$ cat src/rtl/ex_stage_mul_if.sv
// ============================================================================
//  ex_stage_mul_if
//  ID/EX inputs, MEM/WB forwarding sources and EX/MEM outputs of ex_stage_mul.
//  Revision: 1.0
// ============================================================================
`default_nettype none

interface ex_stage_mul_if #(
    parameter int DATA_W = 32
);
    logic [1:0]        EX_wb;
    logic [1:0]        EX_m;
    logic              EX_alu_src;
    logic [1:0]        EX_alu_op;
    logic              EX_reg_dst;
    logic [DATA_W-1:0] EX_reg_data1;
    logic [DATA_W-1:0] EX_reg_data2;
    logic [DATA_W-1:0] EX_sign_ext_imm;
    logic [4:0]        EX_instr_25_21;
    logic [4:0]        EX_instr_20_16;
    logic [4:0]        EX_instr_15_11;
    logic              MEM_fwd_reg_write;
    logic              WB_fwd_reg_write;
    logic [4:0]        MEM_fwd_rd;
    logic [4:0]        WB_fwd_rd;
    logic [DATA_W-1:0] MEM_fwd_data;
    logic [DATA_W-1:0] WB_fwd_data;
    logic              ex_stall;
    logic [1:0]        MEM_wb;
    logic [1:0]        MEM_m;
    logic [DATA_W-1:0] MEM_alu_result;
    logic [DATA_W-1:0] MEM_write_data;
    logic [4:0]        MEM_dst;
    logic              MEM_zero;

    modport slave (
        input  EX_wb, EX_m, EX_alu_src, EX_alu_op, EX_reg_dst,
        input  EX_reg_data1, EX_reg_data2, EX_sign_ext_imm,
        input  EX_instr_25_21, EX_instr_20_16, EX_instr_15_11,
        input  MEM_fwd_reg_write, WB_fwd_reg_write, MEM_fwd_rd, WB_fwd_rd,
        input  MEM_fwd_data, WB_fwd_data,
        output ex_stall, MEM_wb, MEM_m, MEM_alu_result, MEM_write_data,
        output MEM_dst, MEM_zero
    );

    modport master (
        output EX_wb, EX_m, EX_alu_src, EX_alu_op, EX_reg_dst,
        output EX_reg_data1, EX_reg_data2, EX_sign_ext_imm,
        output EX_instr_25_21, EX_instr_20_16, EX_instr_15_11,
        output MEM_fwd_reg_write, WB_fwd_reg_write, MEM_fwd_rd, WB_fwd_rd,
        output MEM_fwd_data, WB_fwd_data,
        input  ex_stall, MEM_wb, MEM_m, MEM_alu_result, MEM_write_data,
        input  MEM_dst, MEM_zero
    );
endinterface

`default_nettype wire

$ cat src/rtl/ex_stage_mul.sv
// ============================================================================
//  ex_stage_mul
//  Execute stage: forwarding, ALU, iterative shift-add MUL, EX/MEM register.
//  Optional macro EX_FORWARD_EN enables MEM/WB operand forwarding.
//  Revision: 1.0
// ============================================================================
`default_nettype none

module ex_stage_mul #(
    parameter int DATA_W   = 32,
    parameter int MUL_BITS = 1
) (
    input  wire logic        clk,
    input  wire logic        startin_n,
    ex_stage_mul_if.slave    bus
);
    localparam int STEPS = DATA_W / MUL_BITS;
    localparam int CNT_W = (STEPS > 1) ? $clog2(STEPS) : 1;
    localparam logic [CNT_W-1:0] C_LAST = CNT_W'(STEPS - 1);

    localparam logic [1:0] S_IDLE = 2'd0;
    localparam logic [1:0] S_BUSY = 2'd1;
    localparam logic [1:0] S_DONE = 2'd2;

    logic [1:0]        r_state;
    logic [CNT_W-1:0]  r_cnt;
    logic [DATA_W-1:0] r_acc, r_mcand, r_mplier, r_hold_b;
    logic [1:0]        r_hold_wb, r_hold_m;
    logic [4:0]        r_hold_dst;
    logic [1:0]        r_mem_wb, r_mem_m;
    logic [DATA_W-1:0] r_mem_res, r_mem_wd;
    logic [4:0]        r_mem_dst;
    logic              r_mem_zero;

    logic [DATA_W-1:0] w_fwd_a, w_fwd_b, w_op_b, w_alu_res, w_partial;
    logic [5:0]        w_funct;
    logic [4:0]        w_dst;
    logic              w_is_mul, w_slt;

`ifdef EX_FORWARD_EN
    // WB assigned first so a matching MEM source overrides it.
    always_comb begin
        w_fwd_a = bus.EX_reg_data1;
        w_fwd_b = bus.EX_reg_data2;
        if (bus.WB_fwd_reg_write && bus.WB_fwd_rd != 5'd0 && bus.WB_fwd_rd == bus.EX_instr_25_21)
            w_fwd_a = bus.WB_fwd_data;
        if (bus.MEM_fwd_reg_write && bus.MEM_fwd_rd != 5'd0 && bus.MEM_fwd_rd == bus.EX_instr_25_21)
            w_fwd_a = bus.MEM_fwd_data;
        if (bus.WB_fwd_reg_write && bus.WB_fwd_rd != 5'd0 && bus.WB_fwd_rd == bus.EX_instr_20_16)
            w_fwd_b = bus.WB_fwd_data;
        if (bus.MEM_fwd_reg_write && bus.MEM_fwd_rd != 5'd0 && bus.MEM_fwd_rd == bus.EX_instr_20_16)
            w_fwd_b = bus.MEM_fwd_data;
    end
`else
    logic w_unused_fwd;
    assign w_fwd_a      = bus.EX_reg_data1;
    assign w_fwd_b      = bus.EX_reg_data2;
    assign w_unused_fwd = ^{bus.MEM_fwd_reg_write, bus.WB_fwd_reg_write, bus.MEM_fwd_rd,
                            bus.WB_fwd_rd, bus.MEM_fwd_data, bus.WB_fwd_data, bus.EX_instr_25_21};
`endif

    assign w_op_b   = bus.EX_alu_src ? bus.EX_sign_ext_imm : w_fwd_b;
    assign w_funct  = bus.EX_sign_ext_imm[5:0];
    assign w_is_mul = (bus.EX_alu_op == 2'b10) && (w_funct == 6'h18);
    assign w_dst    = bus.EX_reg_dst ? bus.EX_instr_15_11 : bus.EX_instr_20_16;
    assign w_slt    = $signed(w_fwd_a) < $signed(w_op_b);

    always_comb begin
        w_alu_res = '0;
        case (bus.EX_alu_op)
            2'b00: w_alu_res = w_fwd_a + w_op_b;
            2'b01: w_alu_res = w_fwd_a - w_op_b;
            2'b11: w_alu_res = w_fwd_a | w_op_b;
            default: begin
                case (w_funct)
                    6'h20:   w_alu_res = w_fwd_a + w_op_b;
                    6'h22:   w_alu_res = w_fwd_a - w_op_b;
                    6'h24:   w_alu_res = w_fwd_a & w_op_b;
                    6'h25:   w_alu_res = w_fwd_a | w_op_b;
                    6'h2A:   w_alu_res = {{(DATA_W-1){1'b0}}, w_slt};
                    default: w_alu_res = '0;
                endcase
            end
        endcase
    end

    // One shift-add step: the low MUL_BITS multiplier bits scale the shifted multiplicand.
    assign w_partial = r_mcand * DATA_W'(r_mplier[MUL_BITS-1:0]);

    // Reset gates the IDLE-decode term so a held MUL does not assert stall during reset.
    assign bus.ex_stall = (r_state == S_BUSY) || ((r_state == S_IDLE) && w_is_mul && startin_n);

    always_ff @(posedge clk) begin
        if (!startin_n) begin
            r_state    <= S_IDLE;
            r_cnt      <= '0;
            r_acc      <= '0;
            r_mcand    <= '0;
            r_mplier   <= '0;
            r_hold_b   <= '0;
            r_hold_wb  <= '0;
            r_hold_m   <= '0;
            r_hold_dst <= '0;
            r_mem_wb   <= '0;
            r_mem_m    <= '0;
            r_mem_res  <= '0;
            r_mem_wd   <= '0;
            r_mem_dst  <= '0;
            r_mem_zero <= 1'b0;
        end else begin
            r_mem_wb   <= '0;
            r_mem_m    <= '0;
            r_mem_res  <= '0;
            r_mem_wd   <= '0;
            r_mem_dst  <= '0;
            r_mem_zero <= 1'b0;
            case (r_state)
                S_IDLE: begin
                    if (w_is_mul) begin
                        r_mcand    <= w_fwd_a;
                        r_mplier   <= w_op_b;
                        r_hold_b   <= w_fwd_b;
                        r_hold_wb  <= bus.EX_wb;
                        r_hold_m   <= bus.EX_m;
                        r_hold_dst <= w_dst;
                        r_acc      <= '0;
                        r_cnt      <= '0;
                        r_state    <= S_BUSY;
                    end else begin
                        r_mem_wb   <= bus.EX_wb;
                        r_mem_m    <= bus.EX_m;
                        r_mem_res  <= w_alu_res;
                        r_mem_wd   <= w_fwd_b;
                        r_mem_dst  <= w_dst;
                        r_mem_zero <= (w_alu_res == '0);
                    end
                end
                S_BUSY: begin
                    r_acc    <= r_acc + w_partial;
                    r_mcand  <= r_mcand << MUL_BITS;
                    r_mplier <= r_mplier >> MUL_BITS;
                    r_cnt    <= r_cnt + 1'b1;
                    if (r_cnt == C_LAST)
                        r_state <= S_DONE;
                end
                S_DONE: begin
                    r_mem_wb   <= r_hold_wb;
                    r_mem_m    <= r_hold_m;
                    r_mem_res  <= r_acc;
                    r_mem_wd   <= r_hold_b;
                    r_mem_dst  <= r_hold_dst;
                    r_mem_zero <= (r_acc == '0);
                    r_state    <= S_IDLE;
                end
                default: r_state <= S_IDLE;
            endcase
        end
    end

    assign bus.MEM_wb         = r_mem_wb;
    assign bus.MEM_m          = r_mem_m;
    assign bus.MEM_alu_result = r_mem_res;
    assign bus.MEM_write_data = r_mem_wd;
    assign bus.MEM_dst        = r_mem_dst;
    assign bus.MEM_zero       = r_mem_zero;

endmodule

`default_nettype wire

$ cat src/flat_wrapper.sv
// flat-port wrapper written by rule: the top's interface ports become plain ports
module ex_stage_mul_flat 
#(
    parameter int DATA_W   = 32,
    parameter int MUL_BITS = 1
)
  (clk, startin_n, bus_EX_wb, bus_EX_m, bus_EX_alu_src, bus_EX_alu_op, bus_EX_reg_dst, bus_EX_reg_data1, bus_EX_reg_data2, bus_EX_sign_ext_imm, bus_EX_instr_25_21, bus_EX_instr_20_16, bus_EX_instr_15_11, bus_MEM_fwd_reg_write, bus_WB_fwd_reg_write, bus_MEM_fwd_rd, bus_WB_fwd_rd, bus_MEM_fwd_data, bus_WB_fwd_data, bus_ex_stall, bus_MEM_wb, bus_MEM_m, bus_MEM_alu_result, bus_MEM_write_data, bus_MEM_dst, bus_MEM_zero);
  ex_stage_mul_if #(.DATA_W(DATA_W)) bus_i ();
  input  wire logic clk;
  input  wire logic startin_n;
  input wire logic [$bits(bus_i.EX_wb)-1:0] bus_EX_wb;
  input wire logic [$bits(bus_i.EX_m)-1:0] bus_EX_m;
  input wire logic [$bits(bus_i.EX_alu_src)-1:0] bus_EX_alu_src;
  input wire logic [$bits(bus_i.EX_alu_op)-1:0] bus_EX_alu_op;
  input wire logic [$bits(bus_i.EX_reg_dst)-1:0] bus_EX_reg_dst;
  input wire logic [$bits(bus_i.EX_reg_data1)-1:0] bus_EX_reg_data1;
  input wire logic [$bits(bus_i.EX_reg_data2)-1:0] bus_EX_reg_data2;
  input wire logic [$bits(bus_i.EX_sign_ext_imm)-1:0] bus_EX_sign_ext_imm;
  input wire logic [$bits(bus_i.EX_instr_25_21)-1:0] bus_EX_instr_25_21;
  input wire logic [$bits(bus_i.EX_instr_20_16)-1:0] bus_EX_instr_20_16;
  input wire logic [$bits(bus_i.EX_instr_15_11)-1:0] bus_EX_instr_15_11;
  input wire logic [$bits(bus_i.MEM_fwd_reg_write)-1:0] bus_MEM_fwd_reg_write;
  input wire logic [$bits(bus_i.WB_fwd_reg_write)-1:0] bus_WB_fwd_reg_write;
  input wire logic [$bits(bus_i.MEM_fwd_rd)-1:0] bus_MEM_fwd_rd;
  input wire logic [$bits(bus_i.WB_fwd_rd)-1:0] bus_WB_fwd_rd;
  input wire logic [$bits(bus_i.MEM_fwd_data)-1:0] bus_MEM_fwd_data;
  input wire logic [$bits(bus_i.WB_fwd_data)-1:0] bus_WB_fwd_data;
  output wire logic [$bits(bus_i.ex_stall)-1:0] bus_ex_stall;
  output wire logic [$bits(bus_i.MEM_wb)-1:0] bus_MEM_wb;
  output wire logic [$bits(bus_i.MEM_m)-1:0] bus_MEM_m;
  output wire logic [$bits(bus_i.MEM_alu_result)-1:0] bus_MEM_alu_result;
  output wire logic [$bits(bus_i.MEM_write_data)-1:0] bus_MEM_write_data;
  output wire logic [$bits(bus_i.MEM_dst)-1:0] bus_MEM_dst;
  output wire logic [$bits(bus_i.MEM_zero)-1:0] bus_MEM_zero;
  assign bus_i.EX_wb = bus_EX_wb;
  assign bus_i.EX_m = bus_EX_m;
  assign bus_i.EX_alu_src = bus_EX_alu_src;
  assign bus_i.EX_alu_op = bus_EX_alu_op;
  assign bus_i.EX_reg_dst = bus_EX_reg_dst;
  assign bus_i.EX_reg_data1 = bus_EX_reg_data1;
  assign bus_i.EX_reg_data2 = bus_EX_reg_data2;
  assign bus_i.EX_sign_ext_imm = bus_EX_sign_ext_imm;
  assign bus_i.EX_instr_25_21 = bus_EX_instr_25_21;
  assign bus_i.EX_instr_20_16 = bus_EX_instr_20_16;
  assign bus_i.EX_instr_15_11 = bus_EX_instr_15_11;
  assign bus_i.MEM_fwd_reg_write = bus_MEM_fwd_reg_write;
  assign bus_i.WB_fwd_reg_write = bus_WB_fwd_reg_write;
  assign bus_i.MEM_fwd_rd = bus_MEM_fwd_rd;
  assign bus_i.WB_fwd_rd = bus_WB_fwd_rd;
  assign bus_i.MEM_fwd_data = bus_MEM_fwd_data;
  assign bus_i.WB_fwd_data = bus_WB_fwd_data;
  assign bus_ex_stall = bus_i.ex_stall;
  assign bus_MEM_wb = bus_i.MEM_wb;
  assign bus_MEM_m = bus_i.MEM_m;
  assign bus_MEM_alu_result = bus_i.MEM_alu_result;
  assign bus_MEM_write_data = bus_i.MEM_write_data;
  assign bus_MEM_dst = bus_i.MEM_dst;
  assign bus_MEM_zero = bus_i.MEM_zero;
  ex_stage_mul #(.DATA_W(DATA_W), .MUL_BITS(MUL_BITS)) u_core (.clk(clk), .startin_n(startin_n), .bus(bus_i));
endmodule
$ cat config.mk
export PLATFORM = sky130hd
export DESIGN_NAME = ex_stage_mul_flat
export DESIGN_NICKNAME = d
export VERILOG_FILES = /design/src/rtl/ex_stage_mul_if.sv /design/src/rtl/ex_stage_mul.sv /design/src/flat_wrapper.sv
export SDC_FILE = /design/constraint.sdc
export NUM_CORES = 1
export LEC_CHECK = 0
export ABC_AREA = 1
export ABC_CLOCK_PERIOD_IN_PS = 3500
export CAP_MARGIN = 15
export CORE_MARGIN = 2
export CORE_UTILIZATION = 50
export DETAILED_ROUTE_END_ITERATION = 6
export GPL_ROUTABILITY_DRIVEN = 0
export GPL_TIMING_DRIVEN = 1
export PLACE_DENSITY = 0.78
export SLEW_MARGIN = 20
export SYNTH_ARGS = -nofsm -noshare
export SYNTH_HDL_FRONTEND = slang
export SYNTH_SLANG_ARGS = --single-unit
$ cat constraint.sdc
create_clock -name clk -period 3.5 [get_ports clk]
set_input_delay 0.7 -clock clk [delete_from_list [all_inputs] [get_ports clk]]
set_output_delay 0.7 -clock clk [all_outputs]
set_load 0.02 [all_outputs]
; Word-level counts from Yosys, hierarchy flattened
; Index checks and enable logic that the tools add are counted.
[word_totals]
regBits = 218
output_inout_bits = 75
[op_classes]
add_sub_neg = 4
n_mul = 1
n_lt_le_gt_ge = 1
eq_ne = 14
muxes = 27
bitwise_logic = 2
n_reduce_logical = 12
[op_table]
columns = operator, n
row1 = $pmux 32 s2, 5
row2 = $mux 32, 6
row3 = $pmux 32 s5, 1
row4 = $pmux 32 s3, 1
row5 = $add 32x32->32, 2
row6 = $logic_not 32->1, 2
row7 = $and 32x32->32, 1
row8 = $lt 32x32->1, 1
row9 = $mul 32x1->32, 1
row10 = $or 32x32->32, 1
row11 = $sub 32x32->32, 1
row12 = $eq 6x6->1 const B, 5
row13 = $pmux 5 s2, 2
row14 = $mux 5, 3
row15 = $pmux 2 s2, 3
row16 = $mux 2, 4
row17 = $eq 2x2->1 const B, 3
row18 = $eq 6x5->1 const B, 1
row19 = $reduce_and 2->1, 3
row20 = $add 5x1->5 const B, 1
row21 = $eq 5x5->1 const B, 1
row22 = $eq 2x1->1 const B, 2
row23 = $logic_not 2->1, 2
row24 = $logic_and 1x1->1, 3
row25 = 6 further kinds, 6

; Depth between registers and ports, before layout
[depth]
ltp_word = 7
ltp_mapped = 27
depth_no_buf = 25

; Worst setup path after synthesis
; No wires, ideal clock.
[synth_timing]
kind = input to register
start = input port bus_EX_alu_src
end = register u_core.r_mem_zero (netlist: u_core.bus.MEM_zero)
setup_ps = 70
arrival_time_ps = 3405
required_time_ps = 3430
path_slack_ps = 25
path_stages = 24
path_buffers = 2
path_cell_list = clkbuf_1 clkbuf_1 nand2_1 o21ai_0 inv_1 ha_1 fa_1 nand2_1 nand2_1 nand2_1 inv_1 nand2_1 nand3_1 nand2_1 nand3_1 nand3_1 nand3_1 nand2_1 nand3_1 nor2_1 nand2_1 nor2_1 nand3_1 a21oi_1
[synth_between]
elab_chain_len = 7
word_cells_on_any_way = 11
cone_classes = add/sub (2) / order compare (1) / mux (5) / bitwise (2) / reduce/logical (1)
[synth_lines]
columns = item, line
row1 = "start, declared", flat_wrapper.sv:13  ; input wire logic [$bits(bus_i.EX_alu_src)-1:0] bus_EX_alu_src;
row2 = $mux 32 *, ex_stage_mul.sv:62  ; assign w_op_b = bus.EX_alu_src ? bus.EX_sign_ext_imm : w_fwd_b;
row3 = "$sub 32x32->32, or another cell as far along", "ex_stage_mul.sv:72, ex_stage_mul.sv:77"
row4 = $pmux 32 s5, ex_stage_mul.sv:75  ; case (w_funct)
row5 = $pmux 32 s3 *, ex_stage_mul.sv:70  ; case (bus.EX_alu_op)
row6 = $logic_not 32->1 *, ex_stage_mul.sv:135  ; r_mem_zero <= (w_alu_res == '0);
row7 = $mux 1 *, ex_stage_mul.sv:119  ; if (w_is_mul) begin
row8 = $pmux 1 s2 *, ex_stage_mul.sv:117  ; case (r_state)
row9 = "end signal, assigned", ex_stage_mul.sv:135
row10 = "end signal, assigned", ex_stage_mul.sv:152  ; r_mem_zero <= (r_acc == '0);
row11 = "end, declared", ex_stage_mul.sv:33  ; logic r_mem_zero;
; Mark *: on every way between the ends. The rest lies on a longest branch, timed or not.
; A chain may end at the register's enable or synchronous reset.

; Worst setup path after layout
[layout_timing]
start = input port bus_EX_sign_ext_imm[1]
end = register u_core.r_mem_zero (netlist: u_core.bus.MEM_zero)
[layout_between]
elab_chain_len = 7
word_cells_on_any_way = 18
cone_classes = add/sub (2) / order compare (1) / eq/ne (6) / mux (5) / bitwise (2) / reduce/logical (2)
[layout_lines]
columns = item, line
row1 = "start, declared", flat_wrapper.sv:18  ; input wire logic [$bits(bus_i.EX_sign_ext_imm)-1:0] bus_EX_sign_ext_imm;
row2 = $mux 32, ex_stage_mul.sv:62
row3 = "$sub 32x32->32, or another cell as far along", "ex_stage_mul.sv:72, ex_stage_mul.sv:77"
row4 = $pmux 32 s5, ex_stage_mul.sv:75
row5 = $pmux 32 s3, ex_stage_mul.sv:70
row6 = $logic_not 32->1, ex_stage_mul.sv:135
row7 = $mux 1 *, ex_stage_mul.sv:119
row8 = $pmux 1 s2 *, ex_stage_mul.sv:117
; Marks and branches as above.

==> metrics.txt <==
DP HPWL=55.99 mm; root buf cell=clkbuf_16; status=complete, but fails checks; final instance area=24,170 sq um; vias in the first global route=21,650; hold path cells=2; TritonCTS Buffers=25; DRC viols=19; end of the worst hold path=u_core.bus.MEM_write_data[24]; initial DRC count=3,105; TritonRoute pass-1 iters=7; Hold Crit Class=reg2reg; maximum number of pins on one net before global-route repair=93; routed wire length per instance=18.87 um; FF-to-FF setup slack=0.24 ns; Switching Fraction=0.3432; H-Tree Level Count=1; antenna-violating nets left=0; initial cell density of the core=0.5093; critical path's top delay family=simple AND/OR/NAND/NOR gates; Syn Inst Count=2,945; top_reg_cell synth=dfxtp_1; hold-fix buffers at CTS=0; Comb pwr share=0.359; port buffer count=190; clk slew on worst S/H paths=0.06 ns; chip width=192.0 um; Layout area overhead=36.69%; min Tclk post-route=3.533 ns; CTS tree=yes; Max FO, Critical Path=3; Int Pwr=5.302 mW; YS warnings=0; DP Area=22,920 sq um; CP max-delay cell=clkdlybuf4s50_1; synth unique cells=47; first-pass GRT wire length=112.9 mm; Mapped Area=17,680 sq um; Max-Cap Viols=0; fmax=283.0 MHz; crit path cell chain=clkdlybuf4s50_1, inv_1, nand2_1, o21ai_2, buf_4, buf_4, ha_2, nor2_2, nand2_1, nand2_1, nand2_1, nand3_1, nand2_1, nand3_1, nand3_1, nand2_1, nor2_1, buf_4, nand3_1, nor2_1, nand2_1, nor2_1, nand3_1, a21oi_1; Ports=272; # diodes=0; CTS sink count=218; fin crit share=1.009; WP data arrival=4.01 ns; worst path buffer plus inverter count=5; worst r2r src=u_core.r_mplier[0]; Lkg Pwr=12.35 nW; P_sw=2.770 mW; ys async rst share=0; Peak VDD IR=369.6 uV; worst slew pin tran=1.118 ns; violated checks=DRC, setup timing; WS Path Type=in2reg; initial antenna violation count=0; Reg power frac=0.319; Startpoint Class=input port; Post-synth EDFFs=0; PnR worst setup slack=-0.03319 ns; share of cells above drive strength 1=0.1724; overall routing resource usage=0.3926; Setup-failing EPs final=1; Hold Slack=0.4609 ns; CP max stage delay=0.54 ns; RR Endpoint=u_core.r_acc[24]; final hold vios=0; grt total ovfl=0; RSZ-0062 raised after global routing=yes; Slew headroom=0.2550; Yosys reg bits=218; Max Slew Vio Count=0; deepest clock path buffer count=3; synthesized area per cell=6.003 sq um; Critical Path Most Common Cell=nand2_1; Clock Latency Late Sink=0.55 ns; vias per cell=5.849; register area share after synthesis=0.2469; P per Cell Area=334.0 nW/um^2; # rows=68; synthesized net count=3,292; Placement Setup Slack=-0.8027 ns; routed vias=23,020; Worst EP required=3.98 ns; worst hold start=u_core.r_hold_b[24]; Die H=192.0 um; total wire length=74.25 mm; Clock power frac=0.322; die area=36,880 sq um; CORE AREA=34,710 sq um; CP Capture Type=flip-flop; nets@finish=3,812; reg2reg path depth=19; Worst Clk Skew=0.008418 ns
kinds of logic (layout without fill, tap and decap cells):
kind of cell    count (synthesis)  after routing  synth area share
mux                             5              5          0.002831
simple gates                 1501           1501            0.3557
buf+inv                       555           1090            0.1205
compound gates                506            506            0.1618
fa+ha+maj                     150            150            0.1074
flops                         218            218            0.2469
xor+xnor                       10             10          0.004954
worst min-delay path, cell delays in order, from the launching register on:
cell,delay (ns)
dfxtp_1,0.31
nand2_1,0.06
a21oi_1,0.05
synth_stat cells (3+ instances only):
library cell | n | share of area
buf_1 | 4 | 0.00085
nor2_2 | 6 | 0.0021
nand3_1 | 286 | 0.081
or2_2 | 21 | 0.0074
o21ai_0 | 104 | 0.029
nand4_1 | 38 | 0.013
nor3_1 | 19 | 0.0054
o21bai_1 | 11 | 0.0047
a21oi_1 | 254 | 0.072
a21o_1 | 4 | 0.0017
nor2_1 | 215 | 0.046
a22o_1 | 4 | 0.0020
clkbuf_1 | 93 | 0.020
fa_1 | 3 | 0.0034
mux2i_1 | 5 | 0.0028
nor4_1 | 12 | 0.0042
nor3_2 | 3 | 0.0017
clkinv_1 | 4 | 0.00085
o211ai_1 | 5 | 0.0021
xor2_1 | 8 | 0.0040
o21ai_1 | 7 | 0.0020
nand3b_1 | 12 | 0.0051
buf_2 | 30 | 0.0085
ha_1 | 147 | 0.10
nand2_1 | 883 | 0.19
o22ai_1 | 29 | 0.010
and2_1 | 3 | 0.0011
dfxtp_1 | 218 | 0.25
a22oi_1 | 64 | 0.027
inv_1 | 414 | 0.088
a31oi_1 | 9 | 0.0032
inv_2 | 7 | 0.0015
cells in the final DEF (no fill, tap or decap), types with 91 or more instances in the layout:
cell             synthesis  layout
a21oi_1                254     247
buf_4                    2     428
clkdlybuf4s50_1          0     177
dfxtp_1                218     217
ha_1                   147     130
inv_1                  414     412
nand2_1                883     867
nand3_1                286     278
nor2_1                 215     193
o21ai_0                104      91
worst max path at each step:
| stage | startpoint | to | cells past startpoint |
|---|---|---|---|
| after detailed placement | bus_EX_reg_data2[0] | u_core.bus.MEM_zero | 23 |
| after CTS | bus_EX_sign_ext_imm[3] | bus_ex_stall | 9 |
| final | bus_EX_sign_ext_imm[1] | u_core.bus.MEM_zero | 24 |
| after floorplan | bus_EX_alu_src | u_core.bus.MEM_zero | 24 |
| after global placement | bus_EX_reg_data2[0] | u_core.bus.MEM_zero | 23 |
| after global routing | bus_EX_sign_ext_imm[1] | u_core.bus.MEM_zero | 24 |
routing by layer:
| layer | up-vias | track usage | share of wire |
|---|---|---|---|
| met5 | - | 0 | 0 |
| met1 | 10330 | 0.4767 | 0.37 |
| met2 | 1687 | 0.5940 | 0.41 |
| met4 | 0 | 0.3042 | 0.094 |
| li1 | 10550 | - | - |
| met3 | 447 | 0.09812 | 0.13 |
cell type report:
class                      instances  area [sq um]
clock inverter                    10         111.4
inverter                         425          1598
timing repair buffer             623          5231
clock buffer                      32         681.9
sequential                       218          4365
fill                            2880         10550
multi-input combinational       2172         11610
tap                              455         569.3
power by group through the flow:
stage / Sequential (mW) / Clock [mW] / Combinational (mW)
3_3_place_gp: 2.63 / 0 / 2.60
6_report: 2.58 / 2.60 / 2.90
3_5_place_dp: 2.63 / 0 / 2.65
5_1_grt: 2.58 / 2.72 / 3.07
2_1_floorplan: 2.71 / 0 / 1.17
4_1_cts: 2.58 / 2.63 / 2.68
sequential cells by signal, indices dropped and copies added, names as in the netlist:
register                   flops
u_core.r_cnt                   5
u_core.bus.MEM_wb              2
u_core.r_acc                  32
u_core.bus.MEM_dst             5
u_core.r_hold_b               32
u_core.r_mcand                32
u_core.bus.MEM_alu_result     32
u_core.r_hold_dst              5
u_core.r_hold_m                2
u_core.bus.MEM_m               2
u_core.r_mplier               32
u_core.bus.MEM_zero            1
u_core.r_hold_wb               2
u_core.bus.MEM_write_data     32
u_core.r_state                 2
metrics by stage:
stage / util / cells / TNS, ns / power [mW]
2_1_floorplan: - / 2945 / 0 / 3.883
3_3_place_gp: 0.6603 / 3890 / -11.55 / 5.227
3_5_place_dp: 0.6603 / 3890 / -13.43 / 5.281
4_1_cts: 0.6840 / 3932 / 0 / 7.886
5_1_grt: 0.6962 / 3935 / -0.2647 / 8.365
6_report: 0.6962 / 3935 / -0.03319 / 8.072
timing repair:
action                     in CTS  in global routing
setup endpoints to repair       6                 25
gates resized for setup        16                107
pin swaps                       0                 10
buffers inserted                0                  3
(Power assumes the default switching activity.)
